===== src/rtl/relu_f2_pkg.sv =====
// Shared types and constants for the ReLU int-to-float scheduler.
package relu_f2_pkg;
  localparam int         INT_W    = 32;
  localparam int         FLT_W    = 31;
  localparam int         MANT_W   = 23;
  localparam logic [7:0] EXP_BIAS = 8'd127;

  // Mantissa keeps the leading one explicitly in mant[22].
  typedef struct packed {
    logic [7:0]        exp;
    logic [MANT_W-1:0] mant;
  } flt_t;
endpackage


===== src/rtl/relu_f2_sched_if.sv =====
// Lane-request and result bus between the accumulator lanes, the scheduler and write-back.
interface relu_f2_sched_if #(
  parameter int NUM_LANES = 4
);
  localparam int LANE_W = $clog2(NUM_LANES);

  logic [NUM_LANES-1:0]    i_valid;
  logic [NUM_LANES*32-1:0] i_data;
  logic [NUM_LANES-1:0]    o_ready;
  logic                    o_valid;
  logic [30:0]             o_float;
  logic [LANE_W-1:0]       o_lane;
  logic                    i_ready;

  modport master (
    output i_valid, i_data, i_ready,
    input  o_ready, o_valid, o_float, o_lane
  );

  modport slave (
    input  i_valid, i_data, i_ready,
    output o_ready, o_valid, o_float, o_lane
  );
endinterface


===== src/rtl/relu_f2_sched_arb.sv =====
// Round-robin arbiter: first requester at or after i_ptr, searching upward modulo N.
module rr_arbiter #(
  parameter  int N  = 4,
  localparam int LW = $clog2(N)
) (
  input  logic [N-1:0]  i_req,
  input  logic [LW-1:0] i_ptr,
  output logic [N-1:0]  o_grant,
  output logic [LW-1:0] o_idx,
  output logic          o_any
);
  always_comb begin
    o_grant = '0;
    o_idx   = '0;
    o_any   = 1'b0;
    for (int k = 0; k < N; k++) begin
      if (!o_any && i_req[(int'(i_ptr) + k) % N]) begin
        o_any = 1'b1;
        o_idx = LW'((int'(i_ptr) + k) % N);
        o_grant[(int'(i_ptr) + k) % N] = 1'b1;
      end
    end
  end
endmodule


===== src/rtl/relu_f2_sched_conv.sv =====
// Combinational ReLU + int-to-float: negatives and zero map to 0, else explicit-one mantissa.
module float_converter
  import relu_f2_pkg::*;
(
  input  logic [INT_W-1:0] i_data,
  output flt_t             o_flt
);
  logic [4:0]        w_p;
  logic [MANT_W-1:0] w_mant;

  always_comb begin
    w_p = '0;
    for (int i = 0; i < INT_W - 1; i++) begin
      if (i_data[i]) w_p = 5'(i);
    end
  end

  // Align the leading one to mant[22]: truncate below it, or zero-pad small values.
  always_comb begin
    if (w_p >= 5'd22) w_mant = MANT_W'(i_data >> (w_p - 5'd22));
    else              w_mant = MANT_W'(i_data << (5'd22 - w_p));
  end

  always_comb begin
    o_flt = '0;
    if (!i_data[INT_W-1] && (|i_data[INT_W-2:0])) begin
      o_flt.exp  = EXP_BIAS + {3'b000, w_p};
      o_flt.mant = w_mant;
    end
  end
endmodule


===== src/rtl/relu_f2_sched.sv =====
// Shares one ReLU float converter between NUM_LANES lanes with round-robin grant.
// Optional macro RELU_STATS_EN adds saturating conversion / clip counters.
module relu_f2_sched
  import relu_f2_pkg::*;
#(
  parameter  int NUM_LANES = 4,
  localparam int LANE_W    = $clog2(NUM_LANES)
) (
  input  logic          i_clk,
  input  logic          i_rst,
  relu_f2_sched_if.slave bus
`ifdef RELU_STATS_EN
  ,
  output logic [31:0]   o_clip_cnt,
  output logic [31:0]   o_conv_cnt
`endif
);
  logic [INT_W-1:0]     w_lane_data [NUM_LANES];
  logic [NUM_LANES-1:0] w_grant;
  logic [LANE_W-1:0]    w_idx;
  logic                 w_any;
  logic                 w_take;
  logic [INT_W-1:0]     w_sel;
  flt_t                 w_flt;
  logic [LANE_W-1:0]    w_ptr_next;

  logic                 r_valid;
  flt_t                 r_float;
  logic [LANE_W-1:0]    r_lane;
  logic [LANE_W-1:0]    r_ptr;

  for (genvar gi = 0; gi < NUM_LANES; gi++) begin : g_lane
    assign w_lane_data[gi] = bus.i_data[INT_W*gi +: INT_W];
  end

  rr_arbiter #(.N(NUM_LANES)) u_arb (
    .i_req   (bus.i_valid),
    .i_ptr   (r_ptr),
    .o_grant (w_grant),
    .o_idx   (w_idx),
    .o_any   (w_any)
  );

  assign w_sel = w_lane_data[w_idx];

  float_converter u_conv (
    .i_data (w_sel),
    .o_flt  (w_flt)
  );

  // Reset also masks o_ready so no lane believes it was accepted while held in reset.
  assign w_take      = !i_rst && w_any && (!r_valid || bus.i_ready);
  assign bus.o_ready = w_take ? w_grant : '0;
  assign w_ptr_next  = (w_idx == LANE_W'(NUM_LANES - 1)) ? '0 : w_idx + LANE_W'(1);

  always_ff @(posedge i_clk or posedge i_rst) begin
    if (i_rst) begin
      r_valid <= 1'b0;
      r_float <= '0;
      r_lane  <= '0;
      r_ptr   <= '0;
    end else if (w_take) begin
      r_valid <= 1'b1;
      r_float <= w_flt;
      r_lane  <= w_idx;
      r_ptr   <= w_ptr_next;
    end else if (r_valid && bus.i_ready) begin
      r_valid <= 1'b0;
    end
  end

  assign bus.o_valid = r_valid;
  assign bus.o_float = r_float;
  assign bus.o_lane  = r_lane;

`ifdef RELU_STATS_EN
  logic [31:0] r_clip_cnt;
  logic [31:0] r_conv_cnt;

  always_ff @(posedge i_clk or posedge i_rst) begin
    if (i_rst) begin
      r_clip_cnt <= '0;
      r_conv_cnt <= '0;
    end else if (w_take) begin
      if (r_conv_cnt != '1) r_conv_cnt <= r_conv_cnt + 32'd1;
      if (w_sel[INT_W-1] && (r_clip_cnt != '1)) r_clip_cnt <= r_clip_cnt + 32'd1;
    end
  end

  assign o_clip_cnt = r_clip_cnt;
  assign o_conv_cnt = r_conv_cnt;
`endif
endmodule


===== src/flat_wrapper.sv =====
// flat-port wrapper written by rule: the top's interface ports become plain ports
module relu_f2_sched_flat import relu_f2_pkg::*;
#(
  parameter  int NUM_LANES = 4,
  localparam int LANE_W    = $clog2(NUM_LANES)
)
  (i_clk, i_rst, bus_i_valid, bus_i_data, bus_i_ready, bus_o_ready, bus_o_valid, bus_o_float, bus_o_lane);
  relu_f2_sched_if #(.NUM_LANES(NUM_LANES)) bus_i ();
  input  logic i_clk;
  input  logic i_rst;
  input wire logic [$bits(bus_i.i_valid)-1:0] bus_i_valid;
  input wire logic [$bits(bus_i.i_data)-1:0] bus_i_data;
  input wire logic [$bits(bus_i.i_ready)-1:0] bus_i_ready;
  output wire logic [$bits(bus_i.o_ready)-1:0] bus_o_ready;
  output wire logic [$bits(bus_i.o_valid)-1:0] bus_o_valid;
  output wire logic [$bits(bus_i.o_float)-1:0] bus_o_float;
  output wire logic [$bits(bus_i.o_lane)-1:0] bus_o_lane;
  assign bus_i.i_valid = bus_i_valid;
  assign bus_i.i_data = bus_i_data;
  assign bus_i.i_ready = bus_i_ready;
  assign bus_o_ready = bus_i.o_ready;
  assign bus_o_valid = bus_i.o_valid;
  assign bus_o_float = bus_i.o_float;
  assign bus_o_lane = bus_i.o_lane;
  relu_f2_sched #(.NUM_LANES(NUM_LANES)) u_core (.i_clk(i_clk), .i_rst(i_rst), .bus(bus_i));
endmodule

===== config.mk =====
export PLATFORM = sky130hd
export DESIGN_NAME = relu_f2_sched_flat
export DESIGN_NICKNAME = d
export VERILOG_FILES = /design/src/rtl/relu_f2_pkg.sv /design/src/rtl/relu_f2_sched_if.sv /design/src/rtl/relu_f2_sched_arb.sv /design/src/rtl/relu_f2_sched_conv.sv /design/src/rtl/relu_f2_sched.sv /design/src/flat_wrapper.sv
export SDC_FILE = /design/constraint.sdc
export NUM_CORES = 1
export LEC_CHECK = 0
export ABC_AREA = 1
export ABC_CLOCK_PERIOD_IN_PS = 5500
export CAP_MARGIN = 25
export CORE_ASPECT_RATIO = 0.75
export CORE_MARGIN = 4
export CORE_UTILIZATION = 25
export DETAILED_ROUTE_END_ITERATION = 12
export PLACE_DENSITY = 0.52
export SLEW_MARGIN = 20
export SYNTH_ARGS = -nofsm -noshare
export SYNTH_HDL_FRONTEND = slang
export SYNTH_HIERARCHICAL = 1
export SYNTH_SLANG_ARGS = --single-unit

===== constraint.sdc =====
create_clock -name i_clk -period 5.5 [get_ports i_clk]
set_clock_uncertainty 0.15 [all_clocks]
set_input_delay 1.1 -clock i_clk [delete_from_list [all_inputs] [get_ports i_clk]]
set_output_delay 1.1 -clock i_clk [all_outputs]
set_load 0.03 [all_outputs]

==> impl_metrics.yaml <==
layout:
  drive_gt1_share_pct: 25.4
  n_antenna_cell: 0
  fin_area_um2: 11800
  area_growth_pct: 67.5
  n_fill_cell: 2931
  seq_area_um2: 901
  final_core_utilization_pct: 43.1
  multiInputGateArea_um2: 5500
  final_net_count: 1872
timing:
  timing.final.max_slew_violations: 0
  grt_setup_unrepaired: "yes"
  fin_crit_sh_pct: 101
  fmax_ghz: 0.181
  postLayoutSetupSlackWorst_ps: -33.1
  report.final.hold_viol_count: 0
  slew-limit-headroom_pct: 52.5
  setup_violations: 4
  final_period_minus_worst_setup_slack_ps: 5530
  max_slew.worst_pin.slew_ps: 710
worst_setup_path:
  number_of_buffers_and_inverters_on_the_critical_path: 15
  regToRegStartpoint: "u_core/r_ptr[0]$_DFFE_PP0P_"
  crit_path_end_kind: "flip-flop"
  cpLargestDelayFamily: "buffers and inverters"
  reg2reg_setup_slack_ps: 120
  cp-start-kind: "primary input"
  worst_r2r_path_depth: 43
  timing.critical_path.arrival_ps: 5600
  crit_path_category: "primary input to flip-flop"
  timing.critical_path.required_ps: 5570
  max_stage_delay_ps: 260
  reg2reg_to: "u_core/bus.o_float[13]$_DFFE_PP0P_"
  critical-path-top-cell-by-count: "nand2_1"
  crit_path_max_fanout: 6
  timing.critical_path.depth: 43
  critical_path.slowest_cell: "bufbuf_16"
clock_network:
  clk_pin_slew_worst_paths_ps: 60
  cts-hold-fix-buffers: 0
  numClockSinks: 36
  cts_max_level: 2
  cts_tree: "built"
  ctsRootBufferMaster: "clkbuf_16"
  cts_max_path_buffers: 2
  clk_latency_ps: 280
  tritoncts.num_buffers: 5
floorplanning:
  die_width_um: 202
  std_cell_rows: 52
  io_pins: 173
  fp.coreArea_um2: 27300
  die_height_um: 153
  start_util_pct: 25.8
  die_footprint_um2: 30900
routing:
  drt_wl_total_um: 32900
  num_vias: 10100
  routedWlPerCell_um: 15.8
  route.detailed.vias_per_inst: 4.84
  antenna_left: 0
  dr.pass1.iters: 5
  remaining_routing_drc_violations: 0
  drt-initial-drc-count: 777
placed_design:
  post_dp_cell_area_um2: 10400
  finalWeightedCongestion: 0.909
  port-buffer-count: 172
  dp_hpwl_um: 25700
global_routing:
  first_global_vias: 9675
  gr-total-overflow: 0
  grt_max_degree: 38
  grt.total_usage_pct: 20.4
  grt_pass1_wl_um: 52000
  antenna_found_initial: 0
synth:
  synth.most_common_cell: "nand2_1"
  dominant_cell_type_by_area_after_synthesis: "nand3_1"
  ys.flop_type: "dfrtp_1"
  synthesis.instances: 1378
  distinct_cell_type_count_after_synthesis: 33
  ys_ff_latch: 36
  netlist.area_leader.share_pct: 29.2
  synthTopCellsByArea: "nand3_1, nand2_1, dfrtp_1, inv_1, a21oi_1"
  syn-cell-area_um2: 7040
  yosys_warnings: 6
  synth-async-reset-ratio_pct: 100
  postSynthNetCount: 1525
  synth_sequential_area_ratio_pct: 12.8
  avgSynthCellArea_um2: 5.11
  synth_top_cells_by_count: "nand2_1, nand3_1, inv_1"
  synth_edf_count: 0
job:
  drv_cap: 0
worst_hold_path:
  worstHoldPathCells: 2
  timing.hold.worst.start: "u_core/bus.o_float[25]$_DFFE_PP0P_"
  hold_path_class: "flip-flop to flip-flop"
  min_delay_worst_endpoint: "u_core/bus.o_float[25]$_DFFE_PP0P_"
run_status:
  failing_checks: "negative setup slack"
  outcome: "complete, but fails checks"
[tightest hold or removal path: cells and delay by family, from the launching register on]
family / cells / cell delay, ps
flops: 1 / 340
simple gates: 2 / 100
[area by class of cell]
cell class	count	share of cell area, %
inverter	205	6.72
timing repair buffer	416	33.8
sequential	36	7.64
multi-input combinational	1059	46.6
timing repair inverter	2	0.0849
clock buffer	5	1.06
tap	351	3.73
clock inverter	3	0.361
[flip-flops by register name (all words and copies together), names as in the netlist]
signal,flops
u_core/r_ptr,2
u_core/bus.o_valid,1
u_core/bus.o_float,31
u_core/bus.o_lane,2
[per-layer routing]
metal / GRT usage (%) / vias up / part of all wire (%) / wire [um]
met5: 0 / - / 0 / 0
met4: 2.57 / 0 / 1.1 / 375
met3: 3.22 / 26 / 5.7 / 1880
met2: 32.5 / 270 / 44 / 14600
met1: 29.7 / 4678 / 49 / 16100
li1: - / 5087 / - / -
[cell families after synthesis]
logic type | synth area share, %
fa+ha+maj | 2.13
compound gates | 5.01
flops | 12.8
xor+xnor | 0.729
simple gates | 61.9
buf+inv | 17.5
[stage by stage]
stage	setup slack (ps)	setup TNS, ps	instances	hold slack [ps]
floorplan	26.1	0	1378	425
global placement	-691	-14700	2014	307
detailed placement	-711	-15210	2014	308
CTS	-6.76	-10.9	2073	322
global route	-527	-11120	2077	332
finish	-33.1	-66.2	2077	319
[worst max-delay path by stage]
stage / end / slack (ps) / start
floorplan: u_core/bus.o_float[16]$_DFFE_PP0P_ / 30 / bus_i_valid[1]
global placement: u_core/bus.o_float[14]$_DFFE_PP0P_ / -690 / bus_i_valid[3]
detailed placement: u_core/bus.o_float[21]$_DFFE_PP0P_ / -710 / bus_i_valid[3]
CTS: u_core/bus.o_float[20]$_DFFE_PP0P_ / -7 / bus_i_valid[2]
global route: u_core/bus.o_float[22]$_DFFE_PP0P_ / -530 / bus_i_valid[3]
finish: u_core/bus.o_float[13]$_DFFE_PP0P_ / -30 / bus_i_valid[3]
[cells in the final DEF (no fill, tap or decap), drive strengths merged, types with 2 or more instances in the layout]
cell type        n
nand2          516
o21ai           21
nand4           11
nor2            34
nor4             3
xor2             5
buf            246
bufbuf           4
clkinv           4
a21boi           4
a21oi           35
nand3          413
nor3             2
clkdlybuf4s50  164
clkbuf           7
dfrtp           36
ha              12
inv            204
[repair_timing]
action / 4_1_cts / 5_1_grt
endpoints found under the setup margin: 23 / 31
gates resized for setup: 94 / 109
cloned: 9 / 1
pin swaps: 40 / 65
setup buffers: 42 / 4
Power is not shown: default switching activity piles up to over one toggle a cycle in this logic, so the estimate is an artifact.
